File: config.mk
export PLATFORM = sky130hd
export DESIGN_NAME = jk_seq_ctrl
export DESIGN_NICKNAME = d
export VERILOG_FILES = /design/src/rtl/jk_seq_ctrl.sv
export SDC_FILE = /design/constraint.sdc
export NUM_CORES = 1
export LEC_CHECK = 0
export CORE_AREA = 2 2 39 41
export DETAILED_ROUTE_END_ITERATION = 10
export DIE_AREA = 0 0 41 43
export PLACE_DENSITY_LB_ADDON = 0.12
export SETUP_SLACK_MARGIN = 0.4
export SKIP_LAST_GASP = 1
export SYNTH_ARGS = -nofsm -noshare
export SYNTH_HDL_FRONTEND = slang
export SYNTH_SLANG_ARGS = --single-unit
File: constraint.sdc
create_clock -name clock -period 3.7 [get_ports clock]
set_input_delay 0.74 -clock clock [delete_from_list [all_inputs] [get_ports clock]]
set_output_delay 0.74 -clock clock [all_outputs]
set_load 0.02 [all_outputs]
File: src/rtl/jk_seq_ctrl.sv
// Serial pattern detector that drives J/K excitation for a downstream flag flop.
// A match sets the flag (J); an acknowledge clears it (K), deferred one cycle if it collides with a match.
//
// state | meaning
// ------+---------------------------------------------
// S0    | no prefix of PATTERN seen
// S1    | first bit of PATTERN seen
// S11   | first two bits of PATTERN seen
// S110  | first three bits seen; next matching bit is a hit
// 4-7   | unused, forced back to S0 on the next edge
module jk_seq_ctrl #(
   parameter logic [3:0] PATTERN = 4'b1101
) (
   input  logic       clock,
   input  logic       clear_n,
   input  logic       enable,
   input  logic       bit_in,
   input  logic       ack_in,
   output logic [1:0] jk_out,
   output logic       detect,
   output logic [3:0] det_count,
   output logic [2:0] state
);

   typedef enum logic [2:0] {
      S0   = 3'd0,
      S1   = 3'd1,
      S11  = 3'd2,
      S110 = 3'd3
   } state_t;

   state_t     r_state;
   logic       r_pend_clr;
   logic [1:0] r_jk;
   logic       r_detect;
   logic [3:0] r_count;

   logic       w_valid;
   logic       w_match;
   logic [1:0] w_next_len;

   // Longest proper prefix of PATTERN that is a suffix of (matched prefix + new bit).
   function automatic logic [1:0] f_next(input logic [1:0] len, input logic b);
      logic [3:0] h;
      logic [1:0] nxt;
      case (len)
         2'd0:    h = {3'b000, b};
         2'd1:    h = {2'b00, PATTERN[3], b};
         2'd2:    h = {1'b0, PATTERN[3:2], b};
         default: h = {PATTERN[3:1], b};
      endcase
      nxt = 2'd0;
      if (h[0] == PATTERN[3]) nxt = 2'd1;
      if ((len >= 2'd1) && (h[1:0] == PATTERN[3:2])) nxt = 2'd2;
      if ((len >= 2'd2) && (h[2:0] == PATTERN[3:1])) nxt = 2'd3;
      return nxt;
   endfunction

   always_comb begin
      w_valid    = (r_state[2] == 1'b0);
      w_match    = enable && w_valid && (r_state[1:0] == 2'd3) && (bit_in == PATTERN[0]);
      w_next_len = f_next(r_state[1:0], bit_in);
   end

   always_ff @(posedge clock or negedge clear_n) begin
      if (!clear_n) begin
         r_state    <= S0;
         r_pend_clr <= 1'b0;
         r_jk       <= 2'b00;
         r_detect   <= 1'b0;
         r_count    <= 4'h0;
      end else begin
         if (!w_valid)
            r_state <= S0;
         else if (enable)
            r_state <= state_t'({1'b0, w_next_len});

         r_detect <= w_match;
         if (w_match && (r_count != 4'hF))
            r_count <= r_count + 4'd1;

         // A set always wins; a clear that collides with it waits in r_pend_clr.
         if (w_match) begin
            r_jk       <= 2'b10;
            r_pend_clr <= r_pend_clr | ack_in;
         end else if (r_pend_clr || ack_in) begin
            r_jk       <= 2'b01;
            r_pend_clr <= 1'b0;
         end else begin
            r_jk       <= 2'b00;
         end
      end
   end

   assign jk_out    = r_jk;
   assign detect    = r_detect;
   assign det_count = r_count;
   assign state     = r_state;

endmodule

After elaboration in Yosys (flattened, before gate mapping)
Index checks and enable logic that the tools add are counted.
{ "classes": {"addsub": 1, "magnitude_cmp": 2, "eq_ne": 6, "muxes": 10, "n_bitwise": 2, "n_reduce_logical": 10} }
{ "op_table": {"columns": ["operator", "n"], "rows": [
  ["$mux 2", 5],
  ["$pmux 3 s3", 1],
  ["$eq 2x2->1 const B", 3],
  ["$logic_and 1x1->1", 6],
  ["$add 4x1->4 const B", 1],
  ["$mux 1", 4],
  ["$ne 4x4->1 const B", 1],
  ["$reduce_bool 2->1", 2],
  ["$eq 3x3->1 const B", 1],
  ["$eq 2x1->1 const B", 1],
  ["$ge 2x1->1 const B", 1],
  ["$ge 2x2->1 const B", 1],
  ["$logic_not 2->1", 1],
  ["$logic_or 1x1->1", 1],
  ["$not 1->1", 1],
  ["$or 1x1->1", 1]
]} }
{ "word_totals": {"regBits": 11, "inputBits": 5} }

Logic depth before layout (Yosys ltp)
Gate-level depths: netlist of the first run.
{ "depth": {"word_depth": 8, "depth_mapped": 5} }

Worst setup path after synthesis of the first run
No wires, ideal clock.
{ "synth_path": {"path_kind": "in2reg", "from": "input enable", "to": "register r_count[1], in the netlist det_count[1]", "setup_time_ns": 0.125, "arrival_time_ns": 1.390, "slack_ns": 2.186, "path_stages": 3, "path_buffers": 0, "cell_sequence": "nand3_2 > a31oi_1 > mux2_2"} }
{ "synth_between": {"elab_chain_len": 4} }
{ "synth_lines": {"columns": ["item", "line_no", "text"], "rows": [
  ["start: declaration", "16", "input logic enable,"],
  ["$logic_and 1x1->1 (3 in a row)", "61", "w_match = enable && w_valid && (r_state[1:0] == 2'd3) && (bit_in == PATTERN[0]);"],
  ["$logic_and 1x1->1", "79", "if (w_match && (r_count != 4'hF))"],
  ["end signal: assignment", "80", "r_count <= r_count + 4'd1;"],
  ["end: declaration", "36", "logic [3:0] r_count;"]
]} }
Every way passes these cells.
A chain may end at the register's enable or synchronous reset.

Worst setup path in the final report of the first run
{ "layout_path": {"from": "register r_state[1], in the netlist state[1]", "to": "output state[1]"} }
{ "layout_rtl": {"columns": ["item", "line_no", "text"], "rows": [
  ["start: declaration", "32", "state_t r_state;"],
  ["start signal: assignment", "76", "r_state <= state_t'({1'b0, w_next_len});"],
  ["end: declaration", "22", "output logic [2:0] state"]
]} }
No word-level cell between the ends.

==> flow_summary.json, run 1 <==
{
  "outcome": "complete, no violations",
  "slowest_delay_ns": 0.63,
  "clockPowerShare_pct": 20.2,
  "place_area_um2": 566,
  "worstPathMaxFanout": 5,
  "cts_resized": 0,
  "hold_class": "reg -> reg",
  "synth_compound_gate_area_share_pct": 8.43,
  "clock_latency_ns": 0.26,
  "critical-path-top-delay-family": "buffers and inverters",
  "cts_buffer_depth": 2,
  "fin_nets": 63,
  "dp_hpwl_um": 709,
  "fp.dieW_um": 41,
  "synth_adder_area_share_pct": 11.6,
  "post-synth-top-count-cell": "dfrtp_1",
  "crit_buf_inv": 1,
  "synth-xor-area-share_pct": 2.03,
  "ant_nets": 0,
  "fin_setup_tns_ns": 0,
  "synth_top_cells_by_area": "dfrtp_1 (52%), ha_1 (12%), a31oi_1 (4.4%), buf_4 (3.5%), nor2_1 (3.5%)",
  "required_ns": 2.96,
  "antenna_found_initial": 0,
  "post_drt_wl_per_cell_um": 12.7,
  "r2r_start": "state[1]$_DFFE_PN0P_",
  "crit_cells": 1,
  "fp-row-count": 14,
  "p_int_mw": 0.239,
  "grt_pass1_vias": 354,
  "cp-startpoint": "state[1]$_DFFE_PN0P_",
  "power.switching_mw": 0.135,
  "avgSynthCellArea_um2": 11.3,
  "diodes": 0,
  "vias": 331,
  "r2r_end": "det_count[1]$_DFFE_PN0P_",
  "cts_root_buffer": "clkbuf_4",
  "tritoncts": "yes",
  "cp_slowest_cell": "clkdlybuf4s50_1",
  "syn_area_um2": 430,
  "finalHoldViolCount": 0,
  "place_ws_ns": 1.52,
  "synth.area.mux_share_pct": 5.23,
  "power_leakage_nw": 0.272,
  "cts_buffers": 3,
  "syn-num-nets": 47,
  "ff2ff_setup_slack_ns": 2.26,
  "critical_path_class": "reg -> out",
  "max_clock_freq_ghz": 0.488,
  "synth-simple-area-share_pct": 13.4,
  "totalWireLength_um": 877,
  "cts.clk_slew.worst_paths_ns": 0.06,
  "whs_ns": 0.474,
  "area_growth_pct": 37.5,
  "core_um2": 1380,
  "synth_ff_type": "dfrtp_1",
  "drv_cap": 0,
  "fin_skew_ns": 0.00599,
  "drc": 0,
  "grt_pass1_wl_mm": 1.37,
  "fin_crit_ns": 2.05,
  "cts.htree.levels": 1,
  "swShare_pct": 36.1,
  "cts_num_sinks": 9,
  "seq_area_frac_synth_pct": 52.3,
  "synth_seq_cells": 9,
  "end_kind": "output pin",
  "syn_inst": 38,
  "slew_violations": 0,
  "grt_max_degree": 10,
  "start_util_pct": 31.1,
  "drtPass1Iterations": 1,
  "gp_congestion": 0.660,
  "track_usage_pct": 12.0,
  "dieArea_um2": 1760,
  "hold_path_depth": 2,
  "layout-drive-gt1-share_pct": 11.3,
  "rsz0062_at_grt": "no",
  "synthArstFlopShare_pct": 100,
  "p_seq_share_pct": 40.3,
  "reg2reg_depth": 4,
  "power_frac_comb_pct": 39.6,
  "synth_edf_count": 0,
  "post-route-period-util_pct": 55.4,
  "irDropWorstVdd_mv": 0.194,
  "synthTopCellsByCount": "dfrtp_1 (9), ha_1 (4), nor2_1 (4), a31oi_1 (3)",
  "holdBufCountCts": 0,
  "grt_overflow_total": 0,
  "arrival_ns": 1.31,
  "setup_viol": 0,
  "io_pins": 15,
  "synth_largest_area_cell": "dfrtp_1",
  "synth_top_area_share_pct": 52.3,
  "postCtsSetupBuffers": 0,
  "synth_top_family_by_area": "simple AND/OR/NAND/NOR gates",
  "fp.dieH_um": 43,
  "cp-start-kind": "register",
  "port-buffer-count": 13,
  "ys_types": 19,
  "viasPerCell": 4.80,
  "fin_area_um2": 592,
  "yosysWarningCount": 0,
  "dr.first_iter.drc_count": 0,
  "cellPowerDensity_nw_per_um2": 631,
  "worstSetupEndpoint": "state[1]",
  "path_cells": "clkdlybuf4s50_1",
  "setup_ws_ns": 1.65
}
[how the worst min path moves through the flow]
stage	start	to	slack, ns
global placement	r_pend_clr$_DFFE_PN0P_	jk_out[0]$_DFF_PN0_	0.47
floorplan	clear_n	det_count[0]$_DFFE_PN0P_	0.44
global route	r_pend_clr$_DFFE_PN0P_	r_pend_clr$_DFFE_PN0P_	0.53
finish	r_pend_clr$_DFFE_PN0P_	r_pend_clr$_DFFE_PN0P_	0.47
detailed placement	r_pend_clr$_DFFE_PN0P_	r_pend_clr$_DFFE_PN0P_	0.47
CTS	r_pend_clr$_DFFE_PN0P_	r_pend_clr$_DFFE_PN0P_	0.48
[sequential cells by signal, indices dropped and copies added (netlist names)]
register    count
detect          1
jk_out          1
det_count       4
state           2
r_pend_clr      1
[worst register-to-register path, stage by stage (launching register included)]
cell     delay, ns
dfrtp_1       0.42
ha_1          0.19
nand3_2       0.10
a31oi_1       0.25
mux2_2        0.37
[cell families (layout without fill, tap and decap cells)]
kind of cell | Yosys count | in the layout
simple gates | 10 | 10
flops | 9 | 9
compound gates | 6 | 6
buf+inv | 5 | 20
fa+ha+maj | 4 | 4
mux | 2 | 2
other cells | 1 | 1
xor+xnor | 1 | 1
[cell usage in the layout, fill, tap and decap left out, drive strengths merged, types with 2 or more instances in the layout]
master / n
nor2: 4
clkdlybuf4s50: 13
nand2b: 2
ha: 4
dfrtp: 9
a31oi: 3
mux2: 2
clkbuf: 4
inv: 3
[cell type report]
cell class / count / area (um2)
clock buffers: 4 / 26.3
fillers: 142 / 792
inverters: 3 / 11.3
multi-input cells: 24 / 179
flip-flops and latches: 9 / 225
well taps: 16 / 20.0
repair buffers: 13 / 130
[power groups by stage]
stage               Sequential (mW)  Clock (mW)  Combinational [mW]
floorplan                     0.177           0              0.0518
global placement              0.149           0               0.142
detailed placement            0.153           0               0.148
CTS                           0.151      0.0773               0.149
global route                  0.154      0.0827               0.161
finish                        0.150      0.0752               0.148
[through the flow]
stage | util [%] | power, mW | std cells
finish | 42.8 | 0.373 | 69
global route | 42.8 | 0.397 | 69
CTS | 42.8 | 0.377 | 69
detailed placement | 40.9 | 0.301 | 65
global placement | 40.9 | 0.291 | 65
floorplan | - | 0.228 | 38
[routing by layer]
layer	vias to the layer above	track usage (%)	share of wire [%]
met4	0	6.00	1.6
li1	156	-	-
met5	-	0	0
met1	162	11.6	38
met2	11	21.6	54
met3	2	3.14	6.3
Power figures use the tool's default switching activity.
==> run 2: changes to the inputs <==
- clock period: 3.7 -> 1.9 ns (I/O delays scaled with it)
==> flow_summary.json, run 2 (synthesized netlist as in run 1, its figures left out) <==
{
  "p_int_mw": 0.431,
  "final_common_cell": "dlygate4sd2_1",
  "path_cells": "dlygate4sd2_1",
  "max_clock_freq_ghz": 0.710,
  "mostFrequentLayoutCells": "dlygate4sd2_1 (10), dfrtp_1 (8), nor2_1 (4), ha_1 (4), clkbuf_4 (3)",
  "track_usage_pct": 13.1,
  "grtUsageMet2_pct": 21.3,
  "start_util_pct": 31.1,
  "rsz0062_at_grt": "no",
  "cts_root_buffer": "clkbuf_4",
  "totalWireLength_um": 881,
  "ant_nets": 0,
  "cts.htree.levels": 1,
  "layout-drive-gt1-share_pct": 15.1,
  "grt_pass1_wl_mm": 1.50,
  "power_leakage_nw": 0.307,
  "grt_pass1_vias": 354,
  "fin_nets": 63,
  "critical_path_class": "reg -> out",
  "fp.dieW_um": 41,
  "cts_buffer_depth": 2,
  "clock_latency_ns": 0.25,
  "crit_buf_inv": 1,
  "clockPowerShare_pct": 20.6,
  "largest_register_ff_count": 4,
  "p_seq_share_pct": 42.2,
  "grt_max_degree": 10,
  "swShare_pct": 37.6,
  "cts_resized": 11,
  "cp_slowest_cell": "dfrtp_1",
  "grt_busiest_layer": "met2",
  "fp.dieH_um": 43,
  "grt_overflow_total": 0,
  "finalHoldViolCount": 0,
  "postCtsSetupBuffers": 0,
  "cts.clk_slew.worst_paths_ns": 0.06,
  "use_met3_pct": 3.66,
  "cts_buffers": 3,
  "viasPerCell": 4.65,
  "whs_ns": 0.425,
  "power.switching_mw": 0.260,
  "drtPass1Iterations": 3,
  "utilization_pct": 42.6,
  "fin_crit_ns": 1.41,
  "hold_class": "in -> async",
  "slew_violations": 0,
  "gp_congestion": 0.660,
  "arrival_ns": 1.03,
  "finalNonFillerCells": 69,
  "vias": 321,
  "post_drt_wl_per_cell_um": 12.8,
  "power_frac_comb_pct": 37.2,
  "dp_hpwl_um": 699,
  "io_pins": 15,
  "port-buffer-count": 13,
  "cp-start-kind": "register",
  "area_growth_pct": 36.9,
  "diodes": 0,
  "slowest_delay_ns": 0.42,
  "fin_skew_ns": 0.00269,
  "fin_area_um2": 589,
  "end_kind": "output pin",
  "worstPathMaxFanout": 5,
  "irDropWorstVdd_mv": 0.418,
  "outcome": "complete, no violations",
  "drv_cap": 0,
  "dr.first_iter.drc_count": 6,
  "cellPowerDensity_nw_per_um2": 1170,
  "holdBufCountCts": 0,
  "fin_setup_tns_ns": 0,
  "fp-row-count": 14,
  "critical-path-top-delay-family": "flip-flops",
  "dp_cells": 65,
  "tritoncts": "yes",
  "cts_num_sinks": 9,
  "drc": 0,
  "setup_viol": 0,
  "core_um2": 1380,
  "required_ns": 1.52,
  "place_area_um2": 566,
  "nFillCells": 148,
  "antenna_found_initial": 0,
  "met1_usage_pct": 14.0,
  "dieArea_um2": 1760,
  "post-route-period-util_pct": 74.1
}
[run 2: cell count changes in the layout (fill, tap and decap cells not counted)]
cell / before / now
clkdlybuf4s50_1: 13 / 2
dlygate4sd2_1: 0 / 10
a31oi_1: 3 / 2
a31oi_2: 0 / 1
dfrtp_1: 9 / 8
dfrtp_2: 0 / 1
dlymetal6s2s_1: 0 / 1
[run 2: layer usage]
| metal | part of all wire [%] | vias to the layer above | routed length [um] |
|---|---|---|---|
| met2 | 56 | 9 | 490 |
| met1 | 37 | 154 | 322 |
| met5 | 0 | - | 0 |
| li1 | - | 156 | - |
| met3 | 6.7 | 2 | 59 |
| met4 | 0.91 | 0 | 8 |
[run 2: layout make-up]
type,instances,area [um2],share of cell area (%)
flip-flops and latches,9,226,38.4
multi-input cells,24,185,31.4
inverters,3,11.3,1.91
well taps,16,20.0,3.40
repair buffers,13,120,20.4
clock buffers,4,26.3,4.46
[run 2: power groups by stage]
| stage | Combinational [mW] | Sequential (mW) | Clock, mW |
|---|---|---|---|
| after floorplan | 0.101 | 0.344 | 0 |
| after global placement | 0.277 | 0.290 | 0 |
| after detailed placement | 0.290 | 0.295 | 0 |
| after CTS | 0.260 | 0.290 | 0.148 |
| after global routing | 0.284 | 0.300 | 0.163 |
| final | 0.257 | 0.292 | 0.142 |
[run 2: stage by stage]
step | setup slack, ns | total power, mW
global route | 0.425 | 0.746
floorplan | 0.426 | 0.445
detailed placement | 0.0816 | 0.585
global placement | 0.128 | 0.567
finish | 0.492 | 0.691
CTS | 0.429 | 0.699
[run 2: final timing paths]
check                      slack [ns]                  endpoint                     start  cells past startpoint
setup reg to reg                 0.52  det_count[1]$_DFFE_PN0P_      state[1]$_DFFE_PN0P_                      4
hold reg to reg                  0.48    r_pend_clr$_DFFE_PN0P_    r_pend_clr$_DFFE_PN0P_                      2
max in group asynchronous        1.17      state[1]$_DFFE_PN0P_                   clear_n                      1
min in group clock               0.48    r_pend_clr$_DFFE_PN0P_    r_pend_clr$_DFFE_PN0P_                      2
setup / recovery                 0.49              det_count[3]  det_count[3]$_DFFE_PN0P_                      1
hold / removal                   0.42          detect$_DFF_PN0_                   clear_n                      1
